File: src/rtl/ser_arbiter.sv
`default_nettype none
// ============================================================================
// Module   : ser_arbiter
// Brief    : Round-robin arbiter feeding one shared serializer. Drops
//            illegal-length words and aborts if the serializer never starts.
// Revision : 1.0 - initial release
// ============================================================================
module ser_arbiter #(
    parameter int NUM_REQ   = 4,
    parameter int START_TMO = 2
) (
    input  logic                      clk_i,
    input  logic                      rst_n_i,
    input  logic [NUM_REQ-1:0][15:0]  req_data_i,
    input  logic [NUM_REQ-1:0][3:0]   req_mod_i,
    input  logic [NUM_REQ-1:0]        req_val_i,
    output logic [NUM_REQ-1:0]        req_ready_o,
    output logic [15:0]               ser_data_o,
    output logic [3:0]                ser_data_mod_o,
    output logic                      ser_data_val_o,
    input  logic                      ser_busy_i,
    output logic [NUM_REQ-1:0]        grant_o,
    output logic                      busy_o,
    output logic                      drop_o,
    output logic                      timeout_o
);

    localparam int c_IDX_W = (NUM_REQ > 1) ? $clog2(NUM_REQ) : 1;
    localparam int c_CNT_W = $clog2(START_TMO + 1);
    localparam logic [c_CNT_W-1:0] c_TMO_LAST = c_CNT_W'(START_TMO - 1);
    localparam logic [c_IDX_W-1:0] c_LAST_RST = c_IDX_W'(NUM_REQ - 1);

    typedef enum logic [1:0] {
        ST_IDLE       = 2'd0,
        ST_ISSUE      = 2'd1,
        ST_WAIT_START = 2'd2,
        ST_WAIT_DONE  = 2'd3
    } state_t;

    state_t               r_state;
    state_t               w_state_nxt;
    logic [c_IDX_W-1:0]   r_last_k;
    logic [c_IDX_W-1:0]   w_pick_k;
    logic [c_IDX_W-1:0]   w_scan;
    logic                 w_pick_vld;
    logic                 w_can_accept;
    logic                 w_legal;
    logic [15:0]          r_data;
    logic [3:0]           r_mod;
    logic [NUM_REQ-1:0]   r_grant;
    logic                 r_drop;
    logic [c_CNT_W-1:0]   r_tmo_cnt;

    // Scan from farthest to nearest so the nearest valid requester after last_k wins.
    always_comb begin
        w_pick_k   = '0;
        w_pick_vld = 1'b0;
        w_scan     = '0;
        for (int i = NUM_REQ; i >= 1; i--) begin
            w_scan = c_IDX_W'((int'(r_last_k) + i) % NUM_REQ);
            if (req_val_i[w_scan]) begin
                w_pick_k   = w_scan;
                w_pick_vld = 1'b1;
            end
        end
    end

    assign w_can_accept = (r_state == ST_IDLE) && !ser_busy_i && w_pick_vld;
    assign w_legal      = (req_mod_i[w_pick_k] != 4'd1) && (req_mod_i[w_pick_k] != 4'd2);

    generate
        for (genvar g = 0; g < NUM_REQ; g++) begin : g_ready
            assign req_ready_o[g] = rst_n_i && w_can_accept && (w_pick_k == c_IDX_W'(g));
        end
    endgenerate

    always_ff @(posedge clk_i or negedge rst_n_i) begin
        if (!rst_n_i) begin
            r_state <= ST_IDLE;
        end else begin
            r_state <= w_state_nxt;
        end
    end

    always_comb begin
        w_state_nxt    = r_state;
        ser_data_val_o = 1'b0;
        busy_o         = 1'b1;
        timeout_o      = 1'b0;
        case (r_state)
            ST_IDLE: begin
                busy_o = 1'b0;
                if (w_can_accept && w_legal) begin
                    w_state_nxt = ST_ISSUE;
                end
            end
            ST_ISSUE: begin
                ser_data_val_o = 1'b1;
                w_state_nxt    = ST_WAIT_START;
            end
            ST_WAIT_START: begin
                if (ser_busy_i) begin
                    w_state_nxt = ST_WAIT_DONE;
                end else if (r_tmo_cnt == c_TMO_LAST) begin
                    timeout_o   = 1'b1;
                    w_state_nxt = ST_IDLE;
                end
            end
            ST_WAIT_DONE: begin
                if (!ser_busy_i) begin
                    w_state_nxt = ST_IDLE;
                end
            end
            default: begin
                w_state_nxt = ST_IDLE;
            end
        endcase
    end

    // Illegal words still advance the round-robin pointer so they cannot starve others.
    always_ff @(posedge clk_i or negedge rst_n_i) begin
        if (!rst_n_i) begin
            r_last_k  <= c_LAST_RST;
            r_data    <= '0;
            r_mod     <= '0;
            r_grant   <= '0;
            r_drop    <= 1'b0;
            r_tmo_cnt <= '0;
        end else begin
            r_drop <= 1'b0;
            if (w_can_accept) begin
                r_last_k <= w_pick_k;
                if (w_legal) begin
                    r_data  <= req_data_i[w_pick_k];
                    r_mod   <= req_mod_i[w_pick_k];
                    r_grant <= req_ready_o;
                end else begin
                    r_drop <= 1'b1;
                end
            end
            if (w_state_nxt == ST_IDLE) begin
                r_grant <= '0;
            end
            if (r_state == ST_WAIT_START) begin
                r_tmo_cnt <= r_tmo_cnt + 1'b1;
            end else begin
                r_tmo_cnt <= '0;
            end
        end
    end

    assign ser_data_o     = r_data;
    assign ser_data_mod_o = r_mod;
    assign grant_o        = r_grant;
    assign drop_o         = r_drop;

endmodule
`default_nettype wire

File: config.mk
export PLATFORM = sky130hd
export DESIGN_NAME = ser_arbiter
export DESIGN_NICKNAME = d
export VERILOG_FILES = /design/src/rtl/ser_arbiter.sv
export SDC_FILE = /design/constraint.sdc
export NUM_CORES = 1
export LEC_CHECK = 0
export ABC_AREA = 1
export CORE_UTILIZATION = 43
export CTS_CLUSTER_SIZE = 24
export DETAILED_ROUTE_END_ITERATION = 8
export GPL_TIMING_DRIVEN = 0
export HOLD_SLACK_MARGIN = 0.12
export PLACE_DENSITY = 0.87
export SETUP_SLACK_MARGIN = 0.1
export SYNTH_ARGS = -nofsm -noshare
export SYNTH_HDL_FRONTEND = slang
export SYNTH_SLANG_ARGS = --single-unit
File: constraint.sdc
create_clock -name clk_i -period 6.89 [get_ports clk_i]
set_input_delay 2.067 -clock clk_i [delete_from_list [all_inputs] [get_ports clk_i]]
set_output_delay 2.067 -clock clk_i [all_outputs]
set_load 0.1 [all_outputs]
==> metrics, run 1 <==
fraction of registers with async set/reset 100%; Yosys reg bits 31; CP Data Arrival Time 4.57 ns; CP required 4.82 ns; Most common cell on crit path nand2_1; Initial Utilization 45.8%; Cells after Synth 341; Max-slew headroom 29.8%; Clock Pin Slew Worst Setup and Hold Paths 0.06 ns; count of final hold-check violations 0; status finished, final reports clean; antenna-violating nets left 0; max cap viols 0; Max Root-Sink Buffers 2; CTS tree done; CP max FO 10; clk_skew 0.00297 ns; mapped cell area 2220 sq um; drc violations 0; f_max 151 MHz; Clock Latency Late Sink 0.28 ns; PortBufs 118; routability cong. 0.881; global-route wire length before repair 11400 um; XOR/XNOR share of the synthesized area 0%; largest net degree at the start of global routing 33; routed length per instance 13.5 um; Core ar. 4850 sq um; final-stage net count 554; share of layout cells above drive strength 1 11.8%; CTS sink cnt 31; sequential cell area 778 sq um; Post-CTS Repair Setup Buffers 0; Hold Path Class reg2reg; worst-margin pin slew 1.05 ns; IO Pins 119; post-DP HPWL 5610 um; R2R cell count 16; Core Rows 25; Final Setup Violations 0; Simple-Gate Fraction of Synth Area 54.7%; fillcell total 384; Die ar. 5450 sq um; crit share post-route 96.3%; Horiz. Die Dim 73.8 um; RSZ-0062 raised after global routing true; largest family of logic cells by synthesized area simple AND/OR/NAND/NOR gates; Most used DFF post-synth dfrtp_1; Area after DPL 3480 sq um; initial antenna violation count 0; CP startpoint kind primary input; overflow left after global routing 0; mux contribution to synthesized area 0%; design area 3550 sq um; Syn. warnings 0; final wirelength 7200 um; Critical Path Max Stage Delay 0.48 ns; Hold Path Cell Cnt 1; Yosys cell types 24; TritonRoute pass-1 iters 4; Tmin final 6.64 ns; Syn Nets 429; sequential share of the synthesized area 35.1%; max-slew violations 0; CP max stage cell clkdlybuf4s50_1; CTS H-tree depth 2; Synth Area in Compound Gates 1.35%; Post-Syn Area per Cell 6.51 sq um; Antenna Cells 0; DR iter-0 viols 104; Multi-input gate area 1260 sq um; CP cell instances clkdlybuf4s50_1 -> inv_1 -> nand2_1 -> nand2_1 -> o21ai_0 -> nand2_1 -> a21oi_2 -> buf_2 -> buf_4 -> nand2_1 -> nor2_1 -> clkbuf_4; CTS root buffer clkbuf_8; Crit. End Element primary output; die height 73.8 um; Total GRT Usage 27.1%; synthesis-to-layout area growth 60.2%; Worst Setup Path Type in2out; final core utilization 73.3%; Post-synth EDFFs 0; vias in the first global route 2552; total CTS buffers 5; Post-Synth Adder-Cell Area 0.564%; via density per instance 5.14; total number of vias 2737
-- layout by cell type, fill, tap and decap left out, types with 2 or more instances in the layout --
cell | netlist | routed
nor2_2 | 5 | 5
nand2_4 | 2 | 2
clkbuf_8 | 0 | 6
nand3_1 | 48 | 48
buf_6 | 3 | 3
clkbuf_1 | 2 | 2
buf_2 | 9 | 12
nor3_1 | 4 | 4
nand4_1 | 20 | 20
nand2_1 | 164 | 164
inv_1 | 17 | 17
nand2_2 | 14 | 14
dfrtp_1 | 29 | 29
dfstp_2 | 2 | 2
o21ai_0 | 3 | 3
nor2_1 | 9 | 9
clkdlybuf4s50_1 | 0 | 113
buf_4 | 2 | 2
-- area by class of cell --
type,count,area share (%)
plain buffers,17,3.27
clock buffers,6,2.32
clock inverters,1,0.141
inverters,18,1.90
multi-input cells,275,35.3
flip-flops and latches,31,21.9
well taps,67,2.36
repair buffers,118,32.8
-- worst paths after layout --
check	slack (ns)	endpoint	from
min reg2reg	0.44	r_tmo_cnt[0]	r_tmo_cnt[0]
max in group asynchronous	4.63	ser_data_o[4]	rst_n_i
min in group asynchronous	1.83	drop_o	rst_n_i
max reg2reg	4.20	ser_data_o[12]	r_last_k[0]
max	0.25	req_ready_o[3]	req_val_i[2]
min	0.44	r_tmo_cnt[0]	r_tmo_cnt[0]
-- state kept, by name, indices dropped and copies added (netlist names) --
| register | flops |
|---|---|
| ser_data_o | 16 |
| r_tmo_cnt | 2 |
| grant_o | 4 |
| drop_o | 1 |
| ser_data_mod_o | 4 |
| r_last_k | 2 |
| r_state | 2 |
-- worst max-delay path: cells and delay by family --
| family | cells | cell delay (ns) |
|---|---|---|
| AOI/OAI and AO/OA | 2 | 0.59 |
| and+or+nand+nor | 5 | 0.49 |
| buffers and inverters | 5 | 1.43 |
-- kinds of logic after synthesis --
logic type / Yosys count
buf+inv: 35
compound gates: 5
flops: 31
fa+ha+maj: 1
simple gates: 269
-- what timing repair did --
item	in CTS	in global routing
gates resized for setup	15	7
pin swaps	0	0
endpoints found under the setup margin	4	3
hold buffers	0	0
-- cells in the mapped netlist (2+ instances only) --
cell type	count	area, sq um
buf_4	2	15.0
buf_2	9	45.0
nand2_2	14	87.6
nor2_2	5	31.3
nand3_1	48	240
dfrtp_1	29	726
dfstp_2	2	52.6
nand2_1	164	616
nor3_1	4	20.0
buf_6	3	33.8
clkbuf_1	2	7.51
nor2_1	9	33.8
inv_1	17	63.8
o21ai_0	3	15.0
nand2_4	2	22.5
nand4_1	20	125
-- per-stage QoR --
stage | setup TNS (ns) | worst slack, ns | hold slack [ns] | cells
after floorplan | -0.569 | -0.285 | 0.410 | 341
after global placement | -1.80 | -0.486 | 0.419 | 526
after detailed placement | -1.97 | -0.522 | 0.436 | 526
after CTS | 0 | 0.0628 | 0.444 | 533
after global routing | 0 | 0.0223 | 0.461 | 533
final | 0 | 0.255 | 0.440 | 533
-- routing by layer --
layer	up-vias	wire length, um	global-route usage [%]
li1	1351	-	-
met1	1265	2930	32.7
met2	106	3680	46.7
met3	15	407	7.27
met4	0	170	8.55
met5	-	0	0
Power of run 1 is left out: the tool's default activity adds up to more than one toggle a clock period on the data nets, which glitch-free logic cannot reach.
==> run 2: changes to the inputs <==
- REMOVE_ABC_BUFFERS: not set -> 1
==> run 2 against run 1 <==
  * Critical path depth stayed put
  * Count of clock-buffer cells in the layout rose by 2
  * Die area is the same
  * Sequential share of layout area grew 0.27 points
  * Wire length down 6.8%
  * Via count shrank 5.0%
  * Highest routed layer unchanged
  * Sequential cell count unchanged
  * Final cell count down 2.3%
  * Utilization down 0.90 points
  * Largest cell class is now multi-input gates
  * Hold slack got worse by 0.0010 ns
  * Setup slack improved by 0.028 ns
  * Fmax is 0.43% higher
==> metrics, run 2 (synthesis gave the netlist of run 1 again) <==
die height 73.8 um; Tmin final 6.61 ns; final wirelength 6710 um; crit share post-route 95.9%; top cell family by delay on the critical path simple AND/OR/NAND/NOR gates; Max Root-Sink Buffers 2; Clock Latency Late Sink 0.27 ns; hold buffer count at CTS 0; Total GRT Usage 25.4%; global-route wire length before repair 10700 um; CTS sink cnt 31; CP required 4.82 ns; routed length per instance 12.9 um; most frequent cells in the layout nand2_1 (164), clkdlybuf4s50_1 (113), nand3_1 (48); share of layout cells above drive strength 1 9.69%; design area 3510 sq um; overflow left after global routing 0; total CTS buffers 5; antenna-violating nets left 0; CTS root buffer clkbuf_8; status finished, final reports clean; CTS tree done; Core ar. 4850 sq um; Worst Setup Path Type in2out; Critical Path Max Stage Delay 0.61 ns; largest net degree at the start of global routing 36; Core Rows 25; max cap viols 0; Crit. End Element primary output; hold_ws 0.438 ns; initial antenna violation count 0; met3 GRT Util 7.00%; Hold Path Class reg2reg; DR iter-0 viols 178; Antenna Cells 0; drc violations 0; Initial Utilization 45.8%; CP Data Arrival Time 4.54 ns; PortBufs 118; CTS H-tree depth 2; Most common cell on crit path nand2_1; Clock Pin Slew Worst Setup and Hold Paths 0.06 ns; Area after DPL 3380 sq um; routability cong. 0.833; GR Util met1 29.6%; Horiz. Die Dim 73.8 um; IO Pins 119; CP startpoint kind primary input; CP max FO 35; CP max stage cell clkdlybuf4s15_2; clk_skew 0.00201 ns; final-stage net count 541; count of final hold-check violations 0; Top Usage Layer GRT met2; f_max 151 MHz; GR met2 Demand/Resource 44.4%; post-DP HPWL 4950 um; synthesis-to-layout area growth 58.3%; TritonRoute pass-1 iters 4; Die ar. 5450 sq um; max reg flops 16; commonest non-fill, non-tap cell in the layout nand2_1; Max-slew headroom 31.3%; vias in the first global route 2419; Final Setup Violations 0; Buf/Inv on CP 4; via density per instance 4.99; CP cell instances clkdlybuf4s50_1 -> inv_1 -> nand2_1 -> nand3_1 -> nand2_1 -> inv_1 -> nand2_1 -> nand2_1 -> nand2_2 -> nand2_4 -> nor3_1 -> clkdlybuf4s15_2; RSZ-0062 raised after global routing false; total number of vias 2599; max-slew violations 0; worst-margin pin slew 1.03 ns
-- run 2: layout make-up --
class                   count  area [sq um]
clock buffers               8           100
inverters                  18          67.6
fillers                   404          1340
repair buffers            122          1210
well taps                  67          83.8
multi-input cells         275          1270
flip-flops and latches     31           778
-- run 2: repair_timing --
action / 4_1_cts / 5_1_grt
pin swaps: 0 / 1
gates resized for setup: 13 / 3
setup buffers: 0 / 3
setup endpoints to repair: 4 / 4
-- run 2: stage by stage --
step	setup TNS (ns)	setup WS [ns]	util, %	std cells
2_1_floorplan	-1.52	-0.762	-	324
3_3_place_gp	-4.44	-1.19	69.4	509
3_5_place_dp	-1.76	-0.651	69.8	510
4_1_cts	0	0.0470	72.1	518
5_1_grt	0	0.102	72.4	521
6_report	0	0.283	72.4	521
-- run 2: worst paths after layout --
kind / start / to / slack [ns] / depth (start not counted)
max in group asynchronous: rst_n_i / ser_data_o[4] / 4.61 / 1
min in group asynchronous: rst_n_i / drop_o / 1.83 / 1
setup / recovery: req_val_i[1] / req_ready_o[2] / 0.28 / 12
hold / removal: r_tmo_cnt[0] / r_tmo_cnt[0] / 0.44 / 1
hold reg to reg: r_tmo_cnt[0] / r_tmo_cnt[0] / 0.44 / 1
setup reg to reg: r_last_k[0] / ser_data_o[12] / 3.76 / 14
-- run 2: layer usage --
metal | vias to the layer above | wire, um
met3 | 15 | 456
met2 | 102 | 3510
met5 | - | 0
li1 | 1322 | -
met1 | 1160 | 2570
met4 | 0 | 170
Power of run 2 is left out for the same reason.
==> run 3: changes to the inputs <==
- CORE_MARGIN: not set -> 4
- RECOVER_POWER: not set -> 25
- SLEW_MARGIN: not set -> 15
==> run 3 against run 2 <==
  * Design area fell by 0.64%
  * Die area up 17%
  * Critical endpoint unchanged
  * Sequential share of layout area up 0.14 points
  * Clock skew rose by 0.0044 ns
  * Wire length up 4.3%
  * Fmax is 0.39% higher
  * First-iteration DRC count up 21%
  * Utilization is 0.46 points lower
  * Via count rose by 1.4%
==> metrics, run 3 (synthesis gave the netlist of run 1 again) <==
PortBufs 118; Tmin final 6.58 ns; DR iter-0 viols 215; Core Rows 25; most frequent cells in the layout nand2_1 (164), clkdlybuf4s50_1 (113), nand3_1 (48); Total GRT Usage 21.8%; CP Data Arrival Time 4.51 ns; drc violations 0; share of layout cells above drive strength 1 8.87%; CTS root buffer clkbuf_8; CP required 4.82 ns; antenna-violating nets left 0; Horiz. Die Dim 79.8 um; via density per instance 5.09; global-route wire length before repair 11000 um; CTS sink cnt 31; CTS H-tree depth 2; Die ar. 6370 sq um; die height 79.8 um; CTS tree done; TritonRoute pass-1 iters 5; Max Root-Sink Buffers 2; Clock Pin Slew Worst Setup and Hold Paths 0.06 ns; largest net degree at the start of global routing 36; Core ar. 4850 sq um; Initial Utilization 45.8%; overflow left after global routing 0; CP startpoint kind primary input; max cap viols 0; max reg flops 16; top cell family by delay on the critical path buffers and inverters; Clock Latency Late Sink 0.28 ns; commonest non-fill, non-tap cell in the layout nand2_1; flop2flop setup slack 3.82 ns; Critical Path Max Stage Delay 0.60 ns; final wirelength 7000 um; synthesis-to-layout area growth 57.2%; initial antenna violation count 0; Most common cell on crit path nand2_1; clk_skew 0.00644 ns; Worst Setup Slack, final 0.309 ns; pre-CTS setup slack -0.300 ns; Buf/Inv on CP 4; vias in the first global route 2405; Final Setup Violations 0; fillcell total 421; Hold Path Class reg2reg; total number of vias 2635; IO Pins 119; total CTS buffers 5; Crit. End Element primary output; worst-margin pin slew 1.02 ns; hold_ws 0.439 ns; non-filler cells, final 518; Antenna Cells 0; CP max stage cell clkdlybuf4s18_2; Max-slew headroom 31.9%; post-DP HPWL 5300 um; CP max FO 20; Worst Setup Path Type in2out; routability cong. 0.812; max-slew violations 0; routed length per instance 13.5 um; RSZ-0062 raised after global routing false; crit share post-route 95.5%; count of final hold-check violations 0; CP cell instances clkdlybuf4s50_1 -> inv_1 -> nand2_1 -> nand2_1 -> nand2_1 -> nor3_1 -> nor3_4 -> buf_16 -> nand2_1 -> nor3_1 -> clkdlybuf4s18_2; final-stage net count 538; f_max 152 MHz; status finished, final reports clean; dpl cells 510
==> run 3: cell count changes in the layout (fill, tap and decap cells not counted), sizes merged <==
cell,change
clkbuf,-2
clkinv,+1
clkdlybuf4s15,+1
buf,-3
==> run 3: through the flow <==
step | instance area [sq um] | TNS [ns] | utilization (%)
after global routing | 3490 | 0 | 71.9
after floorplan | 2100 | -1.52 | -
after CTS | 3490 | 0 | 72.0
after detailed placement | 3400 | -1.05 | 70.2
after global placement | 3370 | -4.56 | 69.4
final | 3490 | 0 | 71.9
==> run 3: metal layers <==
layer	routed length, um	vias to the layer above	global-route usage [%]
met1	2680	1218	25.8
met4	107	0	5.57
met2	3750	95	39.4
li1	-	1312	-
met5	0	-	0
met3	454	10	5.08
==> run 3: worst paths after layout <==
path                                        to          from  cells past startpoint
worst max-delay path            req_ready_o[2]  req_val_i[2]                     11
worst min-delay path              r_tmo_cnt[0]  r_tmo_cnt[0]                      1
worst max register to register   ser_data_o[6]   r_last_k[0]                     16
worst min register to register    r_tmo_cnt[0]  r_tmo_cnt[0]                      1
max in group asynchronous        ser_data_o[6]       rst_n_i                      1
min in group asynchronous               drop_o       rst_n_i                      1
==> run 3: area by class of cell <==
class | count | area (sq um) | area share, %
sequential | 31 | 778 | 22.3
clock buffer | 7 | 76.3 | 2.19
inverter | 18 | 67.6 | 1.94
tap | 67 | 83.8 | 2.40
timing repair buffer | 119 | 1210 | 34.6
multi-input combinational | 275 | 1270 | 36.4
clock inverter | 1 | 5.00 | 0.143
==> run 3: timing repair <==
action | CTS | global route
setup buffers | 0 | 0
hold buffers | 0 | 0
endpoints found under the setup margin | 4 | 1
resized for setup | 14 | 1
cloned | 0 | 0
Power of run 3 is left out for the same reason.
